### src/rtl/hex_display_engine_pkg.sv
// Shared types, segment glyphs and helpers for the hex display engine.
// Segment codes are active-low, bit0 = segment a ... bit6 = segment g.
package hex_pkg;

   typedef enum logic [1:0] {
      MODE_OFF   = 2'd0,
      MODE_MSG   = 2'd1,
      MODE_VALUE = 2'd2,
      MODE_RSVD  = 2'd3
   } mode_t;

   typedef enum logic [2:0] {
      MSG_BLANK = 3'd0,
      MSG_PLAY  = 3'd1,
      MSG_SOON  = 3'd2,
      MSG_ERR   = 3'd3
   } msg_t;

   typedef enum logic [1:0] {
      ST_IDLE = 2'd0,
      ST_CONV = 2'd1,
      ST_ENC  = 2'd2
   } state_t;

   localparam logic [6:0] SEG_OFF  = 7'b1111111;
   localparam logic [6:0] SEG_DASH = 7'b0111111;
   localparam logic [6:0] SEG_0    = 7'b1000000;
   localparam logic [6:0] SEG_1    = 7'b1111001;
   localparam logic [6:0] SEG_2    = 7'b0100100;
   localparam logic [6:0] SEG_3    = 7'b0110000;
   localparam logic [6:0] SEG_4    = 7'b0011001;
   localparam logic [6:0] SEG_5    = 7'b0010010;
   localparam logic [6:0] SEG_6    = 7'b0000010;
   localparam logic [6:0] SEG_7    = 7'b1111000;
   localparam logic [6:0] SEG_8    = 7'b0000000;
   localparam logic [6:0] SEG_9    = 7'b0010000;
   localparam logic [6:0] SEG_P    = 7'b0001100;
   localparam logic [6:0] SEG_L    = 7'b1000111;
   localparam logic [6:0] SEG_A    = 7'b0001000;
   localparam logic [6:0] SEG_Y    = 7'b0010001;
   localparam logic [6:0] SEG_N    = 7'b0101011;
   localparam logic [6:0] SEG_E    = 7'b0000110;
   localparam logic [6:0] SEG_R    = 7'b0101111;

   function automatic logic [6:0] digit_to_seg(input logic [3:0] d);
      case (d)
         4'd0:    return SEG_0;
         4'd1:    return SEG_1;
         4'd2:    return SEG_2;
         4'd3:    return SEG_3;
         4'd4:    return SEG_4;
         4'd5:    return SEG_5;
         4'd6:    return SEG_6;
         4'd7:    return SEG_7;
         4'd8:    return SEG_8;
         4'd9:    return SEG_9;
         default: return SEG_OFF;
      endcase
   endfunction

   // idx 0 is HEX0 (rightmost); glyph positions above 5 are always dark.
   function automatic logic [6:0] msg_glyph(input msg_t m, input int idx);
      logic [6:0] g;
      g = SEG_OFF;
      case (m)
         MSG_PLAY: case (idx)
            3: g = SEG_P;
            2: g = SEG_L;
            1: g = SEG_A;
            0: g = SEG_Y;
            default: g = SEG_OFF;
         endcase
         MSG_SOON: case (idx)
            5: g = SEG_2;
            3: g = SEG_5;
            2: g = SEG_0;
            1: g = SEG_0;
            0: g = SEG_N;
            default: g = SEG_OFF;
         endcase
         MSG_ERR: case (idx)
            3: g = SEG_E;
            2: g = SEG_R;
            1: g = SEG_R;
            default: g = SEG_OFF;
         endcase
         default: g = SEG_OFF;
      endcase
      return g;
   endfunction

   function automatic longint unsigned pow10(input int n);
      longint unsigned r;
      r = 1;
      for (int i = 0; i < n; i++) r = r * 10;
      return r;
   endfunction

endpackage

### src/rtl/hex_display_engine_if.sv
// Command channel of the hex display engine.
// Handshake: a command transfers on a rising edge where cmd_valid && cmd_ready; payload is only looked at then.
interface hex_display_engine_if #(parameter int VALUE_W = 20);
   import hex_pkg::*;

   logic               cmd_valid;
   logic               cmd_ready;
   mode_t              cmd_mode;
   msg_t               cmd_msg;
   logic [VALUE_W-1:0] cmd_value;

   modport master (output cmd_valid, cmd_mode, cmd_msg, cmd_value, input cmd_ready);
   modport slave  (input cmd_valid, cmd_mode, cmd_msg, cmd_value, output cmd_ready);
endinterface

### src/rtl/hex_display_engine_bin2bcd_seq.sv
// Sequential double-dabble converter: one shift-add-3 step per cycle, BIN_W steps per conversion.
// done pulses for one cycle once bcd holds the final result; bcd is stable until the next start.
module bin2bcd_seq #(
   parameter int BIN_W = 20,
   parameter int BCD_W = 28
) (
   input  logic             clk,
   input  logic             rst_n,
   input  logic             start,
   input  logic [BIN_W-1:0] bin,
   output logic             busy,
   output logic             done,
   output logic [BCD_W-1:0] bcd
);
   localparam int CNT_W = $clog2(BIN_W + 1);

   logic [BIN_W-1:0]       sh_q;
   logic [CNT_W-1:0]       cnt_q;
   logic [BCD_W-1:0]       adj;
   logic [BCD_W+BIN_W-1:0] nxt;

   always_comb begin
      adj = bcd;
      for (int i = 0; i < BCD_W / 4; i++) begin
         if (bcd[4*i +: 4] >= 4'd5) adj[4*i +: 4] = bcd[4*i +: 4] + 4'd3;
      end
      nxt = {adj, sh_q} << 1;
   end

   assign busy = (cnt_q != '0);

   always_ff @(posedge clk) begin
      if (!rst_n) begin
         cnt_q <= '0;
         sh_q  <= '0;
         bcd   <= '0;
         done  <= 1'b0;
      end else if (start) begin
         cnt_q <= CNT_W'(BIN_W);
         sh_q  <= bin;
         bcd   <= '0;
         done  <= 1'b0;
      end else if (busy) begin
         bcd   <= nxt[BCD_W+BIN_W-1 -: BCD_W];
         sh_q  <= nxt[BIN_W-1:0];
         cnt_q <= cnt_q - CNT_W'(1);
         done  <= (cnt_q == CNT_W'(1));
      end else begin
         done  <= 1'b0;
      end
   end
endmodule

### src/rtl/hex_display_engine.sv
// Clocked driver for NUM_DIGITS active-low 7-segment digits: blank, canned message or decimal value.
// Optional macro HEX_BLINK_EN adds the blink input and the blink phase counter.
module hex_display_engine
   import hex_pkg::*;
#(
   parameter int NUM_DIGITS   = 6,
   parameter int VALUE_W      = 20,
   parameter int BLINK_CYCLES = 25000000
) (
   input  logic                    clk,
   input  logic                    rst_n,
   hex_display_engine_if.slave     cmd,
   output logic                    busy,
   output logic [7*NUM_DIGITS-1:0] hex_out,
`ifdef HEX_BLINK_EN
   input  logic                    blink,
`endif
   output state_t                  dbg_state
);
   localparam int              BCD_W   = 4*NUM_DIGITS + 4;
   localparam longint unsigned MAX_VAL = pow10(NUM_DIGITS) - 1;

   if (BLINK_CYCLES < 1) begin : g_bad_blink
      $error("BLINK_CYCLES must be at least 1");
   end

   state_t                  state_q;
   logic                    ready_q, ovf_q, ovf;
   logic [7*NUM_DIGITS-1:0] content_q, msg_seg, val_seg;
   logic                    accept, start, conv_busy, conv_done, lit;
   logic [BCD_W-1:0]        bcd;
   logic [3:0]              dig;

   assign accept        = cmd.cmd_valid && ready_q;
   assign start         = accept && (cmd.cmd_mode == MODE_VALUE);
   assign cmd.cmd_ready = ready_q;
   assign busy          = !ready_q;
   assign dbg_state     = state_q;

   bin2bcd_seq #(.BIN_W(VALUE_W), .BCD_W(BCD_W)) u_bcd (
      .clk(clk), .rst_n(rst_n), .start(start), .bin(cmd.cmd_value),
      .busy(conv_busy), .done(conv_done), .bcd(bcd)
   );

   // The spare top nibble can only be nonzero when the value already overflowed.
   assign ovf = ovf_q || (bcd[BCD_W-1 -: 4] != 4'd0);

   always_comb begin
      msg_seg = '1;
      val_seg = '1;
      lit     = 1'b0;
      dig     = 4'd0;
      for (int i = 0; i < NUM_DIGITS; i++) msg_seg[7*i +: 7] = msg_glyph(cmd.cmd_msg, i);
      // Scan from the top so every digit below the first nonzero one stays lit.
      for (int i = NUM_DIGITS - 1; i >= 0; i--) begin
         dig = bcd[4*i +: 4];
         if (dig != 4'd0 || i == 0) lit = 1'b1;
         val_seg[7*i +: 7] = ovf ? SEG_DASH : (lit ? digit_to_seg(dig) : SEG_OFF);
      end
   end

   always_ff @(posedge clk) begin
      if (!rst_n) begin
         state_q   <= ST_IDLE;
         ready_q   <= 1'b1;
         ovf_q     <= 1'b0;
         content_q <= '1;
      end else begin
         case (state_q)
            ST_IDLE: if (accept) begin
               case (cmd.cmd_mode)
                  MODE_MSG:   content_q <= msg_seg;
                  MODE_VALUE: begin
                     state_q <= ST_CONV;
                     ready_q <= 1'b0;
                     ovf_q   <= (64'(cmd.cmd_value) > MAX_VAL);
                  end
                  default:    content_q <= '1;
               endcase
            end
            ST_CONV: if (conv_done) begin
               state_q <= ST_ENC;
            end else if (!conv_busy) begin
               state_q <= ST_IDLE;
               ready_q <= 1'b1;
            end
            ST_ENC: begin
               content_q <= val_seg;
               state_q   <= ST_IDLE;
               ready_q   <= 1'b1;
            end
            default: begin
               state_q <= ST_IDLE;
               ready_q <= 1'b1;
            end
         endcase
      end
   end

`ifdef HEX_BLINK_EN
   localparam int BC_W = $clog2(BLINK_CYCLES) + 1;

   logic [BC_W-1:0] blink_cnt_q;
   logic            vis_q;

   always_ff @(posedge clk) begin
      if (!rst_n || !blink) begin
         blink_cnt_q <= '0;
         vis_q       <= 1'b1;
      end else if (blink_cnt_q == BC_W'(BLINK_CYCLES - 1)) begin
         blink_cnt_q <= '0;
         vis_q       <= !vis_q;
      end else begin
         blink_cnt_q <= blink_cnt_q + BC_W'(1);
      end
   end

   assign hex_out = vis_q ? content_q : '1;
`else
   assign hex_out = content_q;
`endif

endmodule

### src/flat_wrapper.sv
// flat-port wrapper written by rule: the top's interface ports become plain ports
module hex_display_engine_flat import hex_pkg::*;
#(
   parameter int NUM_DIGITS   = 6,
   parameter int VALUE_W      = 20,
   parameter int BLINK_CYCLES = 25000000
)
  (clk, rst_n, busy, hex_out, dbg_state, cmd_cmd_valid, cmd_cmd_mode, cmd_cmd_msg, cmd_cmd_value, cmd_cmd_ready);
  hex_display_engine_if #(.VALUE_W(VALUE_W)) cmd_i ();
  input  logic clk;
  input  logic rst_n;
  output logic busy;
  output logic [7*NUM_DIGITS-1:0] hex_out;
  output state_t dbg_state;
  input wire logic [$bits(cmd_i.cmd_valid)-1:0] cmd_cmd_valid;
  input wire logic [$bits(cmd_i.cmd_mode)-1:0] cmd_cmd_mode;
  input wire logic [$bits(cmd_i.cmd_msg)-1:0] cmd_cmd_msg;
  input wire logic [$bits(cmd_i.cmd_value)-1:0] cmd_cmd_value;
  output wire logic [$bits(cmd_i.cmd_ready)-1:0] cmd_cmd_ready;
  assign cmd_i.cmd_valid = cmd_cmd_valid;
  assign cmd_i.cmd_mode = cmd_cmd_mode;
  assign cmd_i.cmd_msg = cmd_cmd_msg;
  assign cmd_i.cmd_value = cmd_cmd_value;
  assign cmd_cmd_ready = cmd_i.cmd_ready;
  hex_display_engine #(.NUM_DIGITS(NUM_DIGITS), .VALUE_W(VALUE_W), .BLINK_CYCLES(BLINK_CYCLES)) u_core (.clk(clk), .rst_n(rst_n), .cmd(cmd_i), .busy(busy), .hex_out(hex_out), .dbg_state(dbg_state));
endmodule
### config.mk
export PLATFORM = sky130hd
export DESIGN_NAME = hex_display_engine_flat
export DESIGN_NICKNAME = d
export VERILOG_FILES = /design/src/rtl/hex_display_engine_pkg.sv /design/src/rtl/hex_display_engine_if.sv /design/src/rtl/hex_display_engine_bin2bcd_seq.sv /design/src/rtl/hex_display_engine.sv /design/src/flat_wrapper.sv
export SDC_FILE = /design/constraint.sdc
export NUM_CORES = 1
export LEC_CHECK = 0
export CAP_MARGIN = 40
export CORE_UTILIZATION = 49
export CTS_CLUSTER_SIZE = 16
export DETAILED_ROUTE_END_ITERATION = 8
export PLACE_DENSITY = 0.72
export RECOVER_POWER = 50
export SLEW_MARGIN = 10
export SYNTH_ARGS = -nofsm -noshare
export SYNTH_HDL_FRONTEND = slang
export SYNTH_SLANG_ARGS = --single-unit
export TNS_END_PERCENT = 100
### constraint.sdc
create_clock -name clk -period 4.5 [get_ports clk]
set_input_delay 1.35 -clock clk [delete_from_list [all_inputs] [get_ports clk]]
set_output_delay 1.35 -clock clk [all_outputs]
set_load 0.005 [all_outputs]
* Word-level counts from Yosys, hierarchy flattened *
Memory sizes are Yosys's and may differ from the RTL's. A register that Yosys moved wholly into a read port is not among the register bits.
Index checks and enable logic that the tools add are counted.

storage, ports and cells
  bits in registers = 100
  bits in read-only memories = 672
  input bits = 28
  output and inout port bits = 46
  word-level logic and storage cells = 124
  memories kept = 6

operators by class
  add/sub/neg operators = 8
  order comparisons = 8
  equality and inequality tests = 14
  mux-type cells = 57
  bitwise logic cells = 2
  reductions and logical operators = 20

memories
  memory           depth  width  rd ports  clocked after memory_dff  wr ports  RTL line                      RTL
  (no name shown)  16     7      1         1                         0         hex_display_engine_pkg.sv:46  case (d)
  (no name shown)  16     7      1         1                         0         hex_display_engine_pkg.sv:46
  (no name shown)  16     7      1         1                         0         hex_display_engine_pkg.sv:46
  (no name shown)  16     7      1         1                         0         hex_display_engine_pkg.sv:46
  (no name shown)  16     7      1         1                         0         hex_display_engine_pkg.sv:46
  (no name shown)  16     7      1         1                         0         hex_display_engine_pkg.sv:46

operators with widths
  operator                                                           count
  one-hot mux 42 bit (2 select lines)                                2
  2-to-1 mux 7 bit                                                   12
  2-to-1 mux 4 bit                                                   18
  one-hot mux 7 bit (3 select lines)                                 3
  2-to-1 mux 42 bit                                                  1
  2-to-1 mux 20 bit                                                  2
  greater-or-equal comparator 4 x 3 -> 1 bit, second input constant  7
  adder 4 x 2 -> 4 bit, second input constant                        6
  nonzero test 4 bit                                                 6
  greater-than comparator 20 bit, second input constant              1
  one-hot mux 7 bit (2 select lines)                                 1
  2-to-1 mux 5 bit                                                   2
  2-to-1 mux 1 bit                                                   9
  AND reduction 3 bit                                                3
  2-to-1 mux 2 bit                                                   4
  == test 3 x 2 -> 1 bit, second input constant                      2
  != test 2 bit, second input constant                               3
  == test 5 x 1 -> 1 bit, second input constant                      1
  nonzero test 5 bit                                                 1
  subtractor 5 x 1 -> 5 bit, second input constant                   1
  == test 2 x 1 -> 1 bit, second input constant                      2
  == test 2 bit, second input constant                               2
  != test 2 x 1 -> 1 bit, second input constant                      2
  one-hot mux 2 bit (2 select lines)                                 1
  14 further kinds                                                   17

* Depth between registers and ports, before layout *
Gate-level depths: netlist of run 1.

  depth in word-level cells = 9
  mapped depth = 13

* Modules after synthesis *
Synthesis of run 1 repeated with hierarchy kept, for this count alone.

unflattened totals
  cells, all modules = 727
  area total of the unflattened synthesis = 5845.6 µm²

by module, submodules not included
  module              times used  cells an instance  area each (µm²)  sequential area each (µm²)
  hex_display_engine  1           385                3099.2           920.9
  bin2bcd_seq         1           342                2746.4           1081.0

* Least setup slack after synthesis of run 1 *
No wires, ideal clock.

  path type = input -> register
  start = in rst_n
  end = reg with a tool-made name
  setup time = 0.074 ns
  data arrival time = 2.947 ns
  slack = 1.479 ns
  stages = 8
  buffers on the path = 2
  cells stage by stage = clkbuf_1 > and2_1 > clkbuf_1 > and2_1 > inv_1 > ha_1 > or2_2 > a31oi_1

RTL lines
  element      RTL line            RTL
  from (decl)  flat_wrapper.sv:11  input logic rst_n;

==> results of run 1 <==
## stage by stage
step	instance area, sq um	hold WS (ns)
global placement	8230	0.425
CTS	8830	0.447
detailed placement	8240	0.433
finish	8790	0.438
global route	8790	0.467
floorplan	7470	0.418
## synth_stat cells (14+ instances only)
| cell type | number | area [sq um] |
|---|---|---|
| mux2i_1 | 16 | 160 |
| a311oi_1 | 28 | 245 |
| dfxtp_1 | 142 | 2840 |
| nand2_1 | 129 | 484 |
| nor3_1 | 22 | 110 |
| a21oi_1 | 59 | 295 |
| ha_1 | 52 | 651 |
| xnor2_1 | 14 | 123 |
| nand3_1 | 17 | 85.1 |
| o22ai_1 | 22 | 138 |
| a211oi_1 | 16 | 120 |
| o21ai_0 | 66 | 330 |
| nor2_1 | 71 | 267 |
| inv_1 | 51 | 191 |
| and2_1 | 15 | 93.8 |
| clkbuf_1 | 36 | 135 |
## power groups by stage
stage | Sequential [mW] | Clock [mW] | Combinational [mW]
floorplan | 1.61 | 0 | 1.56
global placement | 1.66 | 0 | 1.93
detailed placement | 1.66 | 0 | 1.97
CTS | 1.64 | 1.42 | 1.99
global route | 1.67 | 1.47 | 2.24
finish | 1.64 | 1.39 | 1.96
## cells in the final DEF, fill, tap and decap left out, drive strengths merged, types with 14 or more instances in the layout
cell           instances
dfxtp                142
nand2                129
nor2                  71
o21ai                 66
a21oi                 59
inv                   55
ha                    52
dlygate4sd3           42
clkdlybuf4s50         31
a311oi                30
nor3                  26
clkbuf                25
o22ai                 22
nand3                 19
a211oi                16
mux2i                 16
and2                  15
xnor2                 14
o31ai                 14
## worst max-delay path by stage
| stage | endpoint | slack, ns | depth (start not counted) |
|---|---|---|---|
| detailed placement | flip-flop | 0.80 | 9 |
| global route | flip-flop | 0.57 | 9 |
| floorplan | flip-flop | 1.48 | 8 |
| finish | flip-flop | 0.76 | 9 |
| global placement | flip-flop | 0.86 | 9 |
| CTS | flip-flop | 1.17 | 9 |
## area by class of cell
class / count / share of cell area [%]
clock buffer: 18 / 4.88
clock inverter: 14 / 1.82
inverter: 52 / 2.22
multi-input combinational: 645 / 46.5
sequential: 142 / 32.4
tap: 184 / 2.62
timing repair buffer: 92 / 9.61
## routing by layer
metal	vias to the layer above	GRT usage [%]	routed length (um)
li1	3264	-	-
met1	2965	30.8	8220
met2	180	34.8	7530
met3	24	5.78	1030
met4	0	8.25	308
met5	-	0	0
## worst max-delay path, delay by kind of cell
family	cells	cell delay, ns
buffers and inverters	4	1.26
AOI/OAI and AO/OA	3	0.75
and+or+nand+nor	2	0.66
## cells by family (layout without fill, tap and decap cells)
group	after synthesis	after routing
AO/OA/AOI/OAI	238	238
XOR/XNOR	15	15
adder cells (fa/ha/maj)	52	52
buffers and inverters	112	176
flip-flops	142	142
multiplexers	16	16
AND/OR/NAND/NOR	324	324
==> out/summary.txt, run 1 <==
crit path max fanout - 11
Top FF cell, synth - dfxtp_1
crit end category - flip-flop
Die X - 125 um
Setup WS post-layout - 0.762 ns
Synth Area in XOR/XNOR - 1.76%
crit path from - cmd_cmd_mode[0]
Net Sw Power - 1.95 mW
global-route wire length before repair - 28.8 mm
Netlist cell types - 56
postcts setup bufs - 0
Post-Synth Adder-Cell Area - 8.71%
DIE AREA - 15,700 sq um
ratio of cells with drive above 1 in the final layout - 6.75%
Flop pwr share - 32.8%
Setup TNS - 0 ns
Crit path required time - 4.79 ns
DRT antenna net count - 0
WL final - 17.1 mm
number of global-route vias before repair - 5,836
register area share after synthesis - 38.1%
Register Area - 2840 sq um
Std-Cell Rows - 44
CP most frequent cell - clkbuf_1
clock sink count - 142
Leak - 3.34 nW
Int Power - 3.04 mW
final net count - 1,030
RSZ-0062 raised after global routing - false
CTS Buf Count - 17
total power - 5.00 mW
hold_buf cts - 0
Tot GR Track Use - 22.7%
WL per Instance - 14.9 um
Synth Area in Compound Gates - 20.9%
syn_area_per_cell - 8.31 sq um
clock share of power - 27.9%
Gates resized, CTS repair - 0
RR Startpoint - u_core.u_bcd.cnt_q[0]
hold path cells - 2
Clock Tree Buf Depth - 2
slowest stage delay, CP - 0.56 ns
Critical Path AT - 4.03 ns
net count after synthesis - 979
Buffers on Ports - 73
DRC marker count from the first detailed-route iteration - 513
grt total ovfl - 0
pwr/cell area - 569 nW/um^2
routed vias - 6,433
register-to-register setup slack - 1.73 ns
mux contribution to synthesized area - 2.14%
CP max stage cell - dlygate4sd3_1
Slew @ Worst Pin - 1.60 ns
Die H - 125 um
CTS tree - yes
failing checks - DRC, capacitance limit, slew limit
switch share - 39.1%
max-slew violation count - 77
Synth Register Bits - 142
status - finished with violations
fillcell total - 1,285
Starting Density - 50.8%
fin cells - 1,147
period utilisation layout - 83.1%
clock slew at reported path FFs - 0.06 ns
Synth Instances - 899
Max VDD drop - 0.295 mV
htree depth - 4
Vias/cell - 5.61
P&R area growth vs syn - 17.7%
number of iterations in the first detailed-routing pass - 9
Final Hold Fails - 0
MaxCap Viol Count - 2
minimum clock period after layout - 3.74 ns
Slew headroom - -6.43%
Setup CP Type - in -> reg
Synth Area in Simple Gates - 21.3%
I/O Pins - 74
hpwl dp - 12.0 mm
largest net degree at the start of global routing - 42
Async SR Flop Fraction - 0%
root buffer cell - clkbuf_16
dpl ws - 0.795 ns
Startpoint Class - input pin
Synth Cell Area - 7470 sq um
main combinational cell family by area after synthesis - simple AND/OR/NAND/NOR gates
Peak Freq - 267 MHz
initial antenna violation count - 0
Hold WC Path Type - reg -> reg
Post-synth EDFFs - 0
Gate power share - 39.3%
Worst-Skew Late Latency - 0.43 ns
placed cells - 1,115
n_diodes - 0
Hold EP - u_core.hex_out[30]
final core utilization - 59.8%
DRC violations left - 12
core area - 14,700 sq um
count of final setup violators - 0
YS warnings - 0
final clock skew - 0.00974 ns
multi-input logic area - 4080 sq um
GP Congestion - 0.855
worst reg2reg path depth - 11
CP cell instances - dlygate4sd3_1, nand4b_1, clkbuf_1, nand2_1, clkbuf_1, a21o_1, inv_1, a311oi_1, a311oi_2
Note: power is estimated with default switching activity, not from simulation.
==> run 2: changes to the inputs <==
--- a/config.mk
+++ b/config.mk
@@ -9,7 +9,7 @@
 export CORE_UTILIZATION = 49
 export CTS_CLUSTER_SIZE = 16
 export DETAILED_ROUTE_END_ITERATION = 8
-export PLACE_DENSITY = 0.72
+export PLACE_DENSITY = 0.75
 export RECOVER_POWER = 50
 export SLEW_MARGIN = 10
 export SYNTH_ARGS = -nofsm -noshare
==> constraint.sdc (replaced) <==
create_clock -name clk -period 3.2 [get_ports clk]
set_input_delay 0.96 -clock clk [delete_from_list [all_inputs] [get_ports clk]]
set_output_delay 0.96 -clock clk [all_outputs]
set_load 0.005 [all_outputs]
==> run 2 against run 1 <==
The flow finishes with violations (DRC); cell area is 2.7% higher; first-iteration DRC count is 1.2% higher; critical path depth is 2 lower; global-route usage is 0.052 points lower; core utilization is 1.6 points higher; cell count is 1.2% higher; die area stayed put; critical path type unchanged; clock power is 58% higher; sequential share of layout area is 0.85 points lower; sequential cell count stayed put; setup slack worse by 0.53 ns; worst hold slack better by 0.0014 ns.
==> out/summary.txt, run 2 (same netlist as run 1, synthesis figures left out) <==
status - finished with violations
failing checks - DRC
postcts setup bufs - 0 (unchanged)
Critical Path AT - 3.26 ns (-0.77 ns)
Die H - 125 um (unchanged)
Worst-Skew Late Latency - 0.42 ns (about the same)
hold path cells - 2 (unchanged)
Leak - 3.47 nW (+4.1%)
DIE AREA - 15,700 sq um (unchanged)
core area - 14,700 sq um (unchanged)
commonest non-fill, non-tap cell in the layout - dfxtp_1
I/O Pins - 74 (unchanged)
largest net degree at the start of global routing - 39 (-7.1%)
clock slew at reported path FFs - 0.06 ns (about the same)
Crit path required time - 3.50 ns (-1.29 ns)
crit path max fanout - 14 (+3)
DRC marker count from the first detailed-route iteration - 519 (+1.2%)
final clock skew - 0.00728 ns (-0.00246 ns)
Peak Freq - 337 MHz
WL per Instance - 14.9 um (+0.16%)
Clock Tree Buf Depth - 2 (unchanged)
DRT antenna net count - 0 (unchanged)
instance count on the critical path - 7 (-2)
Starting Density - 50.8% (unchanged)
worst reg2reg path depth - 10 (-1)
RSZ-0062 raised after global routing - false
MaxCap Viol Count - 0 (-2)
Std-Cell Rows - 44 (unchanged)
pwr/cell area - 822 nW/um^2 (+45%)
global-route wire length before repair - 28.8 mm (+0.22%)
Tot GR Track Use - 22.7% (-0.052 points)
Worst path top cell family by delay - buffers and inverters
most frequent cells in the layout - dfxtp_1 (142), nand2_1 (129), nor2_1 (71)
fin cells - 1,161 (+1.2%)
WL final - 17.3 mm (+1.4%)
Slew headroom - 38.7% (+45 points)
Setup CP Type - in -> reg
placed cells - 1,130 (+1.3%)
root buffer cell - clkbuf_16
CTS tree - yes
Vias/cell - 5.58 (-0.53%)
CP Buf/Inv Count - 2 (-2)
P&R area growth vs syn - 20.8%
minimum clock period after layout - 2.97 ns
CTS Buf Count - 17 (unchanged)
crit end category - flip-flop
routed vias - 6,477 (+0.68%)
number of global-route vias before repair - 5,915 (+1.4%)
Final Hold Fails - 0 (unchanged)
CP cell instances - dlygate4sd3_1, nand4b_1, clkbuf_1, nand3_4, o31ai_4, mux2i_1, a21oi_1
DRC violations left - 11 (-1)
number of iterations in the first detailed-routing pass - 9 (unchanged)
crit path from - cmd_cmd_valid
Slew @ Worst Pin - 0.910 ns (-0.687 ns)
initial antenna violation count - 0 (unchanged)
Max VDD drop - 0.417 mV (+41%)
RR Startpoint - u_core.u_bcd.bcd[16]
period utilisation layout - 92.7%
Hold WC Path Type - reg -> reg
hpwl dp - 12.1 mm (+1.0%)
max-slew violation count - 0 (-100%)
slowest stage delay, CP - 0.62 ns (+0.06 ns)
htree depth - 4 (unchanged)
Startpoint Class - input pin
GP Congestion - 0.845 (-1.2%)
Buffers on Ports - 73 (unchanged)
Die X - 125 um (unchanged)
CP max stage cell - o31ai_4
grt total ovfl - 0 (unchanged)
n_diodes - 0 (unchanged)
ratio of cells with drive above 1 in the final layout - 7.98% (+1.2 points)
clock sink count - 142 (unchanged)
count of final setup violators - 0 (unchanged)
final net count - 1,045 (+1.5%)
Gates resized, CTS repair - 0 (unchanged)
hold_buf cts - 0 (unchanged)
Setup TNS - 0 ns (unchanged)
run 2: changes by cell type in the layout (fill, tap and decap cells not counted), moves of 2 or more:
cell	before	now
a21o_2	2	0
buf_12	0	3
buf_4	11	26
bufinv_16	2	5
clkbuf_1	8	6
clkbuf_8	0	4
clkdlybuf4s50_1	31	28
clkinvlp_4	3	0
dlygate4sd3_1	42	45
inv_6	3	0
run 2: per-stage QoR:
step | power (mW) | utilization (%) | setup WS, ns | cell area (sq um) | hold WS (ns)
detailed placement | 5.22 | 57.1 | 0.0993 | 8390 | 0.426
global route | 7.91 | 61.4 | 0.134 | 9020 | 0.463
CTS | 7.45 | 61.6 | 0.512 | 9050 | 0.443
finish | 7.42 | 61.4 | 0.232 | 9020 | 0.440
global placement | 5.18 | 57.0 | 0.135 | 8380 | 0.423
floorplan | 4.45 | - | 0.569 | 7470 | 0.418
run 2: cell type report:
cell class,count,area (sq um)
Clock buffer,22,484
Clock inverter,9,181
Fill cell,1266,5680
Inverter,52,195
Multi-Input combinational cell,645,4080
Sequential cell,142,2840
Tap cell,184,230
Timing Repair Buffer,107,1000
run 2: tightest hold or removal path: cells and delay by family (launching register included):
kind	cells	cell delay, ns
AOI/OAI and AO/OA	1	0.05
and+or+nand+nor	1	0.05
DFF	1	0.30
run 2: final timing paths:
path                   endpoint  slack [ns]
max                   flip-flop        0.23
min reg2reg  u_core.hex_out[30]        0.44
max reg2reg           flip-flop        0.53
min          u_core.hex_out[30]        0.44
run 2: report_power, final:
part	switching (mW)	internal (mW)	leakage, nW
Clock	0.738	1.46	0.326
Combinational	1.76	1.16	1.99
Sequential	0.231	2.07	1.16
run 2: layer usage:
| layer | track usage [%] | vias up | wire length (um) |
|---|---|---|---|
| li1 | - | 3284 | - |
| met1 | 29.2 | 2985 | 8000 |
| met2 | 37.5 | 181 | 8040 |
| met3 | 5.18 | 27 | 1030 |
| met4 | 7.25 | 0 | 250 |
| met5 | 0 | - | 0 |
==> run 3: changes to the inputs <==
--- a/config.mk
+++ b/config.mk
@@ -6,10 +6,10 @@
 export NUM_CORES = 1
 export LEC_CHECK = 0
 export CAP_MARGIN = 40
-export CORE_UTILIZATION = 49
+export CORE_UTILIZATION = 50
 export CTS_CLUSTER_SIZE = 16
 export DETAILED_ROUTE_END_ITERATION = 8
-export PLACE_DENSITY = 0.75
+export PLACE_DENSITY = 0.76
 export RECOVER_POWER = 50
 export SLEW_MARGIN = 10
 export SYNTH_ARGS = -nofsm -noshare
==> run 3 against run 2 <==
The flow now finishes without violations; non-clock buffer count up 2; combinational power about the same; cell count up 0.26%; cell area down 0.65%; clock-buffer cell count down 4; setup slack better by 0.044 ns; register-to-register slack worse by 0.03 ns; first-iteration DRC count down 8.3%; die area down 2.0%; critical path type unchanged; highest routed layer unchanged.
==> out/summary.txt, run 3 (same netlist as run 1, synthesis figures left out) <==
Startpoint Class - input pin
Hold WC Path Type - reg -> reg
post-route cell area - 8960 sq um (-0.65%)
n_diodes - 0 (unchanged)
Final Hold Fails - 0 (unchanged)
crit path max fanout - 11 (-3)
Setup CP Type - in -> reg
Max VDD drop - 0.418 mV (+0.43%)
placed cells - 1,132 (+0.18%)
MaxCap Viol Count - 0 (unchanged)
WL final - 17.6 mm (+1.4%)
total power - 7.26 mW (-2.1%)
slowest stage delay, CP - 0.50 ns (-0.12 ns)
hold_buf cts - 0 (unchanged)
Starting Density - 51.4% (+0.58 points)
grt total ovfl - 0 (unchanged)
max-slew violation count - 0 (unchanged)
Slew headroom - 30.6% (-8.1 points)
Vias/cell - 5.63 (+0.91%)
Buffers on Ports - 73 (unchanged)
DRC violations left - 0 (-11)
Crit path required time - 3.48 ns (-0.02 ns)
ratio of cells with drive above 1 in the final layout - 8.37% (+0.38 points)
CP Buf/Inv Count - 4 (+2)
htree depth - 4 (unchanged)
RSZ-0062 raised after global routing - false
Tot GR Track Use - 23.4% (+0.70 points)
CP max stage cell - clkdlybuf4s50_1
Gates resized, CTS repair - 0 (unchanged)
multi-input logic area - 4080 sq um (unchanged)
dpl ws - 0.0773 ns (-0.0220 ns)
period utilisation layout - 91.4% (-1.4 points)
commonest non-fill, non-tap cell in the layout - dfxtp_1
CTS tree - yes
WL per Instance - 15.1 um (+1.1%)
Die X - 124 um (-0.99%)
clock sink count - 142 (unchanged)
fin cells - 1,164 (+0.26%)
CTS Buf Count - 17 (unchanged)
crit path from - cmd_cmd_valid
final clock skew - 0.0124 ns (+0.00507 ns)
largest net degree at the start of global routing - 44 (+13%)
Register Area - 2840 sq um (unchanged)
fillcell total - 1,248 (-1.4%)
count of final setup violators - 0 (unchanged)
instance count on the critical path - 9 (+2)
global-route wire length before repair - 29.7 mm (+2.9%)
Leak - 3.45 nW (-0.58%)
crit end category - flip-flop
CP cell instances - clkdlybuf4s50_1, nand4b_1, clkbuf_1, nand2_1, clkbuf_1, a21o_1, inv_1, nor3_1, a311oi_1
RR Startpoint - u_core.u_bcd.cnt_q[0]
core area - 14,500 sq um (-1.1%)
Slew @ Worst Pin - 1.04 ns (+0.131 ns)
pwr/cell area - 810 nW/um^2 (-1.4%)
Critical Path AT - 3.20 ns (-0.06 ns)
number of global-route vias before repair - 6,092 (+3.0%)
minimum clock period after layout - 2.92 ns (-0.0438 ns)
worst reg2reg path depth - 9 (-1)
I/O Pins - 74 (unchanged)
Worst path top cell family by delay - buffers and inverters
DIE AREA - 15,400 sq um (-2.0%)
DRC marker count from the first detailed-route iteration - 476 (-8.3%)
root buffer cell - clkbuf_16
status - completed
initial antenna violation count - 0 (unchanged)
most frequent cells in the layout - dfxtp_1 (142), nand2_1 (129), nor2_1 (71)
Worst-Skew Late Latency - 0.43 ns (about the same)
postcts setup bufs - 0 (unchanged)
Std-Cell Rows - 44 (unchanged)
Die H - 124 um (-0.99%)
routed vias - 6,553 (+1.2%)
hpwl dp - 12.2 mm (+0.89%)
number of iterations in the first detailed-routing pass - 5 (-4)
Clock Tree Buf Depth - 2 (unchanged)
CP most frequent cell - clkbuf_1
dpl cell area - 8390 sq um (about the same)
P&R area growth vs syn - 20.0%
GP Congestion - 0.858 (+1.6%)
register-to-register setup slack - 0.50 ns (-0.03 ns)
Setup WS post-layout - 0.276 ns (+0.0438 ns)
Setup TNS - 0 ns (unchanged)
Peak Freq - 342 MHz (+1.5%)
clock slew at reported path FFs - 0.06 ns (about the same)
DRT antenna net count - 0 (unchanged)
final net count - 1,047 (+0.19%)
## run 3: worst min path at each step
| stage | start | cells past startpoint | end |
|---|---|---|---|
| after CTS | flip-flop | 2 | u_core.hex_out[0] |
| after global routing | flip-flop | 2 | u_core.hex_out[37] |
| after floorplan | flip-flop | 2 | u_core.hex_out[0] |
| final | flip-flop | 2 | u_core.hex_out[31] |
| after detailed placement | flip-flop | 2 | u_core.hex_out[30] |
| after global placement | flip-flop | 2 | u_core.hex_out[0] |
## run 3: power breakdown
group | switching (mW) | leakage [nW] | internal [mW] | total (mW)
combinational | 1.76 | 1.99 | 1.15 | 2.91
clock | 0.799 | 0.302 | 1.24 | 2.04
sequential | 0.242 | 1.16 | 2.07 | 2.32
total | 2.80 | 3.45 | 4.46 | 7.26
## run 3: layout make-up
cell class / instances / area share [%]
timing repair buffer: 109 / 11.2
sequential: 142 / 31.7
inverter: 52 / 2.18
tap: 184 / 2.57
multi-input combinational: 645 / 45.6
clock inverter: 14 / 2.02
clock buffer: 18 / 4.79
## run 3: worst min-delay path, stage by stage, from the launching register on
cell and delay, ns:
dfxtp_1 0.31, o22ai_1 0.06, nand2_1 0.06
## run 3: through the flow
stage	hold slack, ns	util, %
final	0.449	61.7
after global routing	0.469	61.7
after CTS	0.449	61.9
after detailed placement	0.427	57.7
after global placement	0.422	57.7
after floorplan	0.418	-
## run 3: metal layers
metal  track usage, %  up-vias  share of wire [%]
li1                 -     3282                  -
met1             30.4     3044                 46
met2             37.9      200                 46
met3             5.13       27                5.5
met4             8.50        0                1.8
met5                0        -                  0
